### src/rtl/counter_run_scheduler.sv
// Round-robin front end for one shared loadable up-counter: grants a requester a
// timed run (load start value, count to end value) and pulses done on completion.
module counter_run_scheduler #(
  parameter int NUM_REQ = 2,
  parameter int WIDTH   = 5
) (
  input  logic                     clk,
  input  logic                     rst_,
  input  logic [NUM_REQ-1:0]       req,
  input  logic [NUM_REQ*WIDTH-1:0] req_start,
  input  logic [NUM_REQ*WIDTH-1:0] req_end,
  input  logic                     pause,
  output logic [NUM_REQ-1:0]       gnt,
  output logic [NUM_REQ-1:0]       done,
  output logic                     busy,
  output logic                     cnt_load,
  output logic                     cnt_enable,
  output logic [WIDTH-1:0]         cnt_data,
  input  logic [WIDTH-1:0]         cnt_count
);
  localparam int IW = (NUM_REQ > 1) ? $clog2(NUM_REQ) : 1;

  typedef enum logic [1:0] {S_IDLE, S_LOAD, S_RUN, S_DONE} state_t;

  state_t           r_state, w_next;
  logic [IW-1:0]    r_win, r_rr, w_pick;
  logic [WIDTH-1:0] r_start, r_end;
  logic             w_found, w_abort, w_at_end;

  // Search starts one past the last winner so every requester gets a turn.
  always_comb begin
    int idx;
    idx     = 0;
    w_pick  = '0;
    w_found = 1'b0;
    for (int k = 1; k <= NUM_REQ; k++) begin
      idx = int'(r_rr) + k;
      if (idx >= NUM_REQ) idx = idx - NUM_REQ;
      if (!w_found && req[idx]) begin
        w_found = 1'b1;
        w_pick  = IW'(idx);
      end
    end
  end

  assign w_abort  = !req[r_win];
  assign w_at_end = (cnt_count == r_end);

  always_comb begin
    w_next = r_state;
    case (r_state)
      S_IDLE: if (w_found) w_next = S_LOAD;
      S_LOAD: w_next = w_abort ? S_IDLE : S_RUN;
      S_RUN: begin
        if (w_abort)       w_next = S_IDLE;
        else if (w_at_end) w_next = S_DONE;
      end
      S_DONE: w_next = S_IDLE;
      default: w_next = S_IDLE;
    endcase
  end

  always_ff @(posedge clk) begin
    if (!rst_) begin
      r_state <= S_IDLE;
      r_rr    <= IW'(NUM_REQ - 1);
      r_win   <= '0;
      r_start <= '0;
      r_end   <= '0;
    end else begin
      r_state <= w_next;
      if (r_state == S_IDLE && w_found) begin
        r_win   <= w_pick;
        r_start <= req_start[int'(w_pick)*WIDTH +: WIDTH];
        r_end   <= req_end[int'(w_pick)*WIDTH +: WIDTH];
      end
      // Aborted runs still rotate priority so a flapping requester cannot hog the counter.
      if (r_state == S_DONE || ((r_state == S_LOAD || r_state == S_RUN) && w_abort))
        r_rr <= r_win;
    end
  end

  always_comb begin
    gnt = '0;
    done = '0;
    for (int i = 0; i < NUM_REQ; i++) begin
      gnt[i]  = (r_state != S_IDLE) && (r_win == IW'(i));
      done[i] = (r_state == S_DONE) && (r_win == IW'(i));
    end
  end

  assign busy       = (r_state != S_IDLE);
  assign cnt_load   = (r_state == S_LOAD);
  assign cnt_data   = (r_state == S_LOAD) ? r_start : '0;
  // Gating on abort keeps the counter frozen on the cycle the requester leaves.
  assign cnt_enable = (r_state == S_RUN) && !pause && !w_at_end && !w_abort;

endmodule

### config.mk
export PLATFORM = sky130hd
export DESIGN_NAME = counter_run_scheduler
export DESIGN_NICKNAME = d
export VERILOG_FILES = /design/src/rtl/counter_run_scheduler.sv
export SDC_FILE = /design/constraint.sdc
export NUM_CORES = 1
export LEC_CHECK = 0
export CORE_UTILIZATION = 42
export DETAILED_ROUTE_END_ITERATION = 8
export PLACE_DENSITY = 0.86
export SLEW_MARGIN = 20
export SYNTH_ARGS = -nofsm -noshare
export SYNTH_HDL_FRONTEND = slang
export SYNTH_SLANG_ARGS = --single-unit
### constraint.sdc
create_clock -name clk -period 4.9 [get_ports clk]
set_clock_uncertainty 0.15 [all_clocks]
set_input_delay 1.47 -clock clk [delete_from_list [all_inputs] [get_ports clk]]
set_output_delay 1.47 -clock clk [all_outputs]
set_load 0.01 [all_outputs]
==> results of run 1 <==
## routing by layer
metal,global-route usage,up-vias,share of wire
met5,0,-,0
met4,0.1429,0,0.0095
met3,0.05385,2,0.057
met2,0.3722,31,0.53
met1,0.2266,391,0.40
li1,-,429,-
## cells in the final DEF (no fill, tap or decap), types with 2 or more instances in the layout
master | synthesis | routed
nor2_1 | 14 | 14
a211oi_1 | 10 | 10
and2_1 | 6 | 6
ha_1 | 4 | 4
a21oi_1 | 2 | 2
clkdlybuf4s50_1 | 0 | 41
mux2i_1 | 11 | 11
inv_1 | 5 | 5
dfxtp_1 | 14 | 14
o21ai_0 | 4 | 4
xnor2_1 | 5 | 5
clkbuf_4 | 0 | 3
a31oi_1 | 2 | 2
nand2_1 | 3 | 3
nor2b_1 | 2 | 2
nand3_1 | 3 | 3
## worst max-delay path: cells and delay by family
family | cells | cell delay (ps)
buf+inv | 2 | 1090
compound gates | 1 | 90
simple gates | 2 | 360
mux | 1 | 140
## sequential cells by signal, indices dropped and copies added (netlist names)
signal and flops:
r_end 5, r_start 5, r_rr 1, r_state 2, r_win 1
## layout make-up
type / instances / area [sq um]
multi-input cells: 76 / 528.0
fillers: 148 / 503.0
repair buffers: 42 / 417.9
flip-flops and latches: 14 / 280.3
well taps: 25 / 31.28
clock buffers: 3 / 22.52
inverters: 5 / 18.77
## stage by stage
stage / std cells / setup WS [ps] / utilization / total power (W)
2_1_floorplan: 99 / 1234 / - / 0.0001957
3_3_place_gp: 162 / 159.3 / 0.7076 / 0.0002413
3_5_place_dp: 162 / 126.1 / 0.7076 / 0.0002450
4_1_cts: 165 / 118.3 / 0.7201 / 0.0003094
5_1_grt: 165 / 35.75 / 0.7208 / 0.0003267
6_report: 165 / 130.4 / 0.7208 / 0.0003059
## power breakdown
part	switching, W	internal, W	total, W
Sequential	0.00000909	0.000127	0.000136
Clock	0.0000354	0.0000285	0.0000639
Combinational	0.0000455	0.0000602	0.000106
Total	0.0000900	0.000216	0.000306
## path summary, 6_finish.rpt
| check | cells after the start | to | startpoint |
|---|---|---|---|
| setup / recovery | 6 | cnt_enable | req[0] |
| setup reg to reg | 5 | r_state[1] | r_state[1] |
| hold / removal | 2 | r_start[3] | r_start[3] |
| hold reg to reg | 2 | r_start[3] | r_start[3] |
## repair_timing
action	CTS	global route
hold endpoints to repair	0	0
setup endpoints to repair	0	1
resized for setup	0	1
## cells by family (layout without fill, tap and decap cells)
family,after synthesis,in the layout,share of synthesized area
DFF,14,14,0.3314
muxes,11,11,0.1302
buffers and inverters,9,50,0.04586
xor gates and xnor gates,5,5,0.05177
AOI/OAI and AO/OA,22,22,0.1820
and+or+nand+nor,34,34,0.1997
adders and majority gates,4,4,0.05917
==> results.yml, run 1 <==
detailed_routing:
  vias: 853
  drt_first_pass_iters: 4
  detail_route.iter0.violations: 9
  wl_per_cell_um: 12.12
  drc: 0
  vias_per_cell: 5.170
  ant_nets: 0
  wirelength_um: 2000
job:
  max-cap-violations: 0
power_and_ir_drop:
  powerDensity_nw_per_um2: 235.5
  worst_ir_drop_vdd_uv: 137.0
  power_leakage_nw: 0.5070
floorplanning:
  start_util: 0.4694
  fp.dieH_um: 46.88
  fp.dieW_um: 46.88
  num_io_pins: 42
  dieArea_sq_um: 2197
  rows: 15
  core_sq_um: 1802
synthesis:
  syn_area_per_cell_sq_um: 8.544
  syn-cell-area_sq_um: 845.8
  ys.flop_type: "dfxtp_1"
  yosysUniqueCellTypes: 26
  synthTopCellsByCount: "14 x dfxtp_1, 14 x nor2_1, 11 x mux2i_1, 10 x a211oi_1, 6 x and2_1"
  synth_edf_count: 0
  synth_nets: 133
  synth_seq_area_share: 0.3314
  ys_ff_latch: 14
  ys_top_cells_by_area: "dfxtp_1 33%, mux2i_1 13%, a211oi_1 8.9%, nor2_1 6.2%, ha_1 5.9%"
  synth_top_area_share: 0.3314
  syn_inst: 99
  yosysTopAreaCell: "dfxtp_1"
  async_flop_share: 0
  ys_warn_count: 0
global_routing:
  grt.overflow.total: 0
  antenna_found_initial: 0
  grt_pass1_vias: 789
  grt_max_degree: 21
  grt_pass1_wl_um: 3249
  grtUsageTotal: 0.2138
worst_hold_path:
  min_path_type: "flip-flop to flip-flop"
cts:
  clockRootBuffer: "clkbuf_4"
  cts_setup_buffers: 0
  cts_tree: "yes"
  clock_path_buffers: 2
  cts_hold_buf: 0
  cts_buffers: 3
  clk_pin_slew_ps: 80
  htreeDepth: 1
  insertion_delay_ps: 270
  numClockSinks: 14
critical_path:
  regToRegSetupSlack_ps: 3110
  path_class: "primary input to output pin"
  path_cells: "clkdlybuf4s50_1 -> mux2i_1 -> and2b_2 -> o21ai_0 -> nor2_1 -> clkdlybuf4s50_1"
  cp_max_fo: 5
  cpMostUsedCell: "clkdlybuf4s50_1"
  critical_path_required_ps: 3280
  crit_path_end_kind: "output pin"
  worst_path_largest_cell_delay_ps: 550
  critPathSlowestCell: "clkdlybuf4s50_1"
  cp-start-kind: "primary input"
  cp.arrival_ps: 3150
timing:
  relSlewSlack: 0.5086
  period_share: 0.9734
  fin_crit_ps: 4770
  holdWs_ps: 347.6
  maxSlewViolCount: 0
  tightest_slew_ps: 732.8
  setup_violations: 0
  hold_viol: 0
  grt_setup_unrepaired: "no"
  setup_tns_ps: 0
  fmax_ghz: 0.2097
finish:
  stdcell_area_sq_um: 1299
  diodes: 0
  final_nets: 176
  layout-drive-gt1-share: 0.05000
  area_delta_synth_final_pct: 53.55
place:
  place_area_sq_um: 1275
  hpwl_um: 1597
  portBuffers: 41
  gp_congestion: 0.8357
run_status:
  status: "complete, no violations"
(Power assumes the default switching activity.)
==> inputs of run 2 (changes only) <==
--- a/config.mk
+++ b/config.mk
@@ -6,6 +6,7 @@
 export NUM_CORES = 1
 export LEC_CHECK = 0
 export CORE_UTILIZATION = 42
+export CTS_BUF_LIST = sky130_fd_sc_hd__clkbuf_8 sky130_fd_sc_hd__clkbuf_16
 export DETAILED_ROUTE_END_ITERATION = 8
 export PLACE_DENSITY = 0.86
 export SLEW_MARGIN = 20
==> results.yml, run 2 (synthesis gave the netlist of run 1 again) <==
global_routing:
  grt.overflow.total: 0
  grt_max_degree: 21
  grt_pass1_wl_um: 3381
  antenna_found_initial: 0
  grt_pass1_vias: 796
  grtUsageTotal: 0.2233
timing:
  hold_viol: 0
  setup_tns_ps: 0
  fmax_ghz: 0.2101
  relSlewSlack: 0.5044
  fin_crit_ps: 4760
  period_share: 0.9714
  setup_violations: 0
  tightest_slew_ps: 739.1
  grt_setup_unrepaired: "no"
  maxSlewViolCount: 0
  holdWs_ps: 352.6
detailed_routing:
  drt_first_pass_iters: 4
  drc: 0
  ant_nets: 0
  vias_per_cell: 5.315
  wl_per_cell_um: 12.81
  detail_route.iter0.violations: 13
  wirelength_um: 2114
  vias: 877
finish:
  multi_input_area_sq_um: 528.0
  final_nets: 176
  area_delta_synth_final_pct: 55.77
  largest_registers: "r_end x5, r_start x5, r_state x2"
  seq_area_sq_um: 280.3
  layout-drive-gt1-share: 0.05000
  mostFrequentLayoutCells: "41 x clkdlybuf4s50_1, 14 x nor2_1, 14 x dfxtp_1"
  final_common_cell: "clkdlybuf4s50_1"
  diodes: 0
  fillers: 146
critical_path:
  cpMostUsedCell: "clkdlybuf4s50_1"
  cp-start-kind: "primary input"
  crit_path_end_kind: "output pin"
  reg2reg_to: "r_state[1]"
  crit_family: "buffers and inverters"
  crit_end: "cnt_enable"
  rr_startpoint: "r_state[1]"
  cp.arrival_ps: 3140
  worst_path_largest_cell_delay_ps: 550
  critical_path_required_ps: 3280
  path_class: "primary input to output pin"
  critical_path_depth: 6
  cp_max_fo: 5
  path_cells: "clkdlybuf4s50_1 -> mux2i_1 -> and2b_2 -> o21ai_0 -> nor2_1 -> clkdlybuf4s50_1"
  r2r_cells: 5
  regToRegSetupSlack_ps: 3120
  critPathSlowestCell: "clkdlybuf4s50_1"
  critPathBufInv: 2
  startpoint: "req[0]"
place:
  portBuffers: 41
  hpwl_um: 1597
  gp_congestion: 0.8357
floorplanning:
  rows: 15
  fp.dieH_um: 46.88
  dieArea_sq_um: 2197
  start_util: 0.4694
  num_io_pins: 42
  core_sq_um: 1802
  fp.dieW_um: 46.88
worst_hold_path:
  min_path_type: "flip-flop to flip-flop"
cts:
  clockRootBuffer: "clkbuf_8"
  numClockSinks: 14
  cts_tree: "yes"
  htreeDepth: 1
  clk_pin_slew_ps: 50
  insertion_delay_ps: 240
  clock_path_buffers: 2
  cts_buffers: 3
  cts_hold_buf: 0
job:
  max-cap-violations: 0
power_and_ir_drop:
  power_leakage_nw: 0.5147
  worst_ir_drop_vdd_uv: 165.5
  powerDensity_nw_per_um2: 256.2
run_status:
  status: "complete, no violations"
-- run 2: cell counts in the layout (fill, tap and decap cells not counted) --
No cell type changed its count.
-- run 2: worst min path at each step --
stage | end | cells after the start | from | slack [ps]
after detailed placement | r_start[3] | 2 | r_start[3] | 350
after floorplan | r_start[3] | 2 | r_start[3] | 320
final | r_start[4] | 2 | r_start[4] | 350
after global routing | r_start[4] | 2 | r_start[4] | 380
after CTS | r_start[4] | 2 | r_start[4] | 350
after global placement | r_start[3] | 2 | r_start[3] | 330
-- run 2: worst register-to-register path: stages (launching register included) --
cell	delay (ps)
dfxtp_1	420
inv_1	90
ha_1	280
o21bai_1	210
or4_1	410
a31oi_1	140
-- run 2: metal layers --
metal,part of all wire,track usage
met5,0,0
met3,0.056,0.05385
met4,0.019,0.1314
met2,0.53,0.3944
met1,0.40,0.2407
-- run 2: layout make-up --
type                       instances  share of cell area
timing repair buffer              42              0.3172
clock buffer                       3             0.03134
multi-input combinational         76              0.4008
sequential                        14              0.2127
tap                               25             0.02374
inverter                           5             0.01425
-- run 2: report_power, final --
| part | internal (W) | leakage (nW) | switching, W |
|---|---|---|---|
| clock | 0.0000544 | 0.0216 | 0.0000390 |
| sequential | 0.000128 | 0.116 | 0.00000981 |
| combinational | 0.0000602 | 0.377 | 0.0000465 |
-- run 2: what timing repair did --
action | CTS | global route
endpoints found under the setup margin | 0 | 1
resized for setup | 0 | 1
setup buffers | 0 | 0
endpoints found under the hold margin | 0 | 0
-- run 2: through the flow --
step	power (W)	util	cell area [sq um]	cells	setup WS, ps
final	0.0003376	0.7313	1318	165	140.1
after global routing	0.0003567	0.7313	1318	165	35.81
after CTS	0.0003395	0.7306	1316	165	118.3
after detailed placement	0.0002450	0.7076	1275	162	126.1
after global placement	0.0002413	0.7076	1275	162	159.3
after floorplan	0.0001957	-	845.8	99	1234
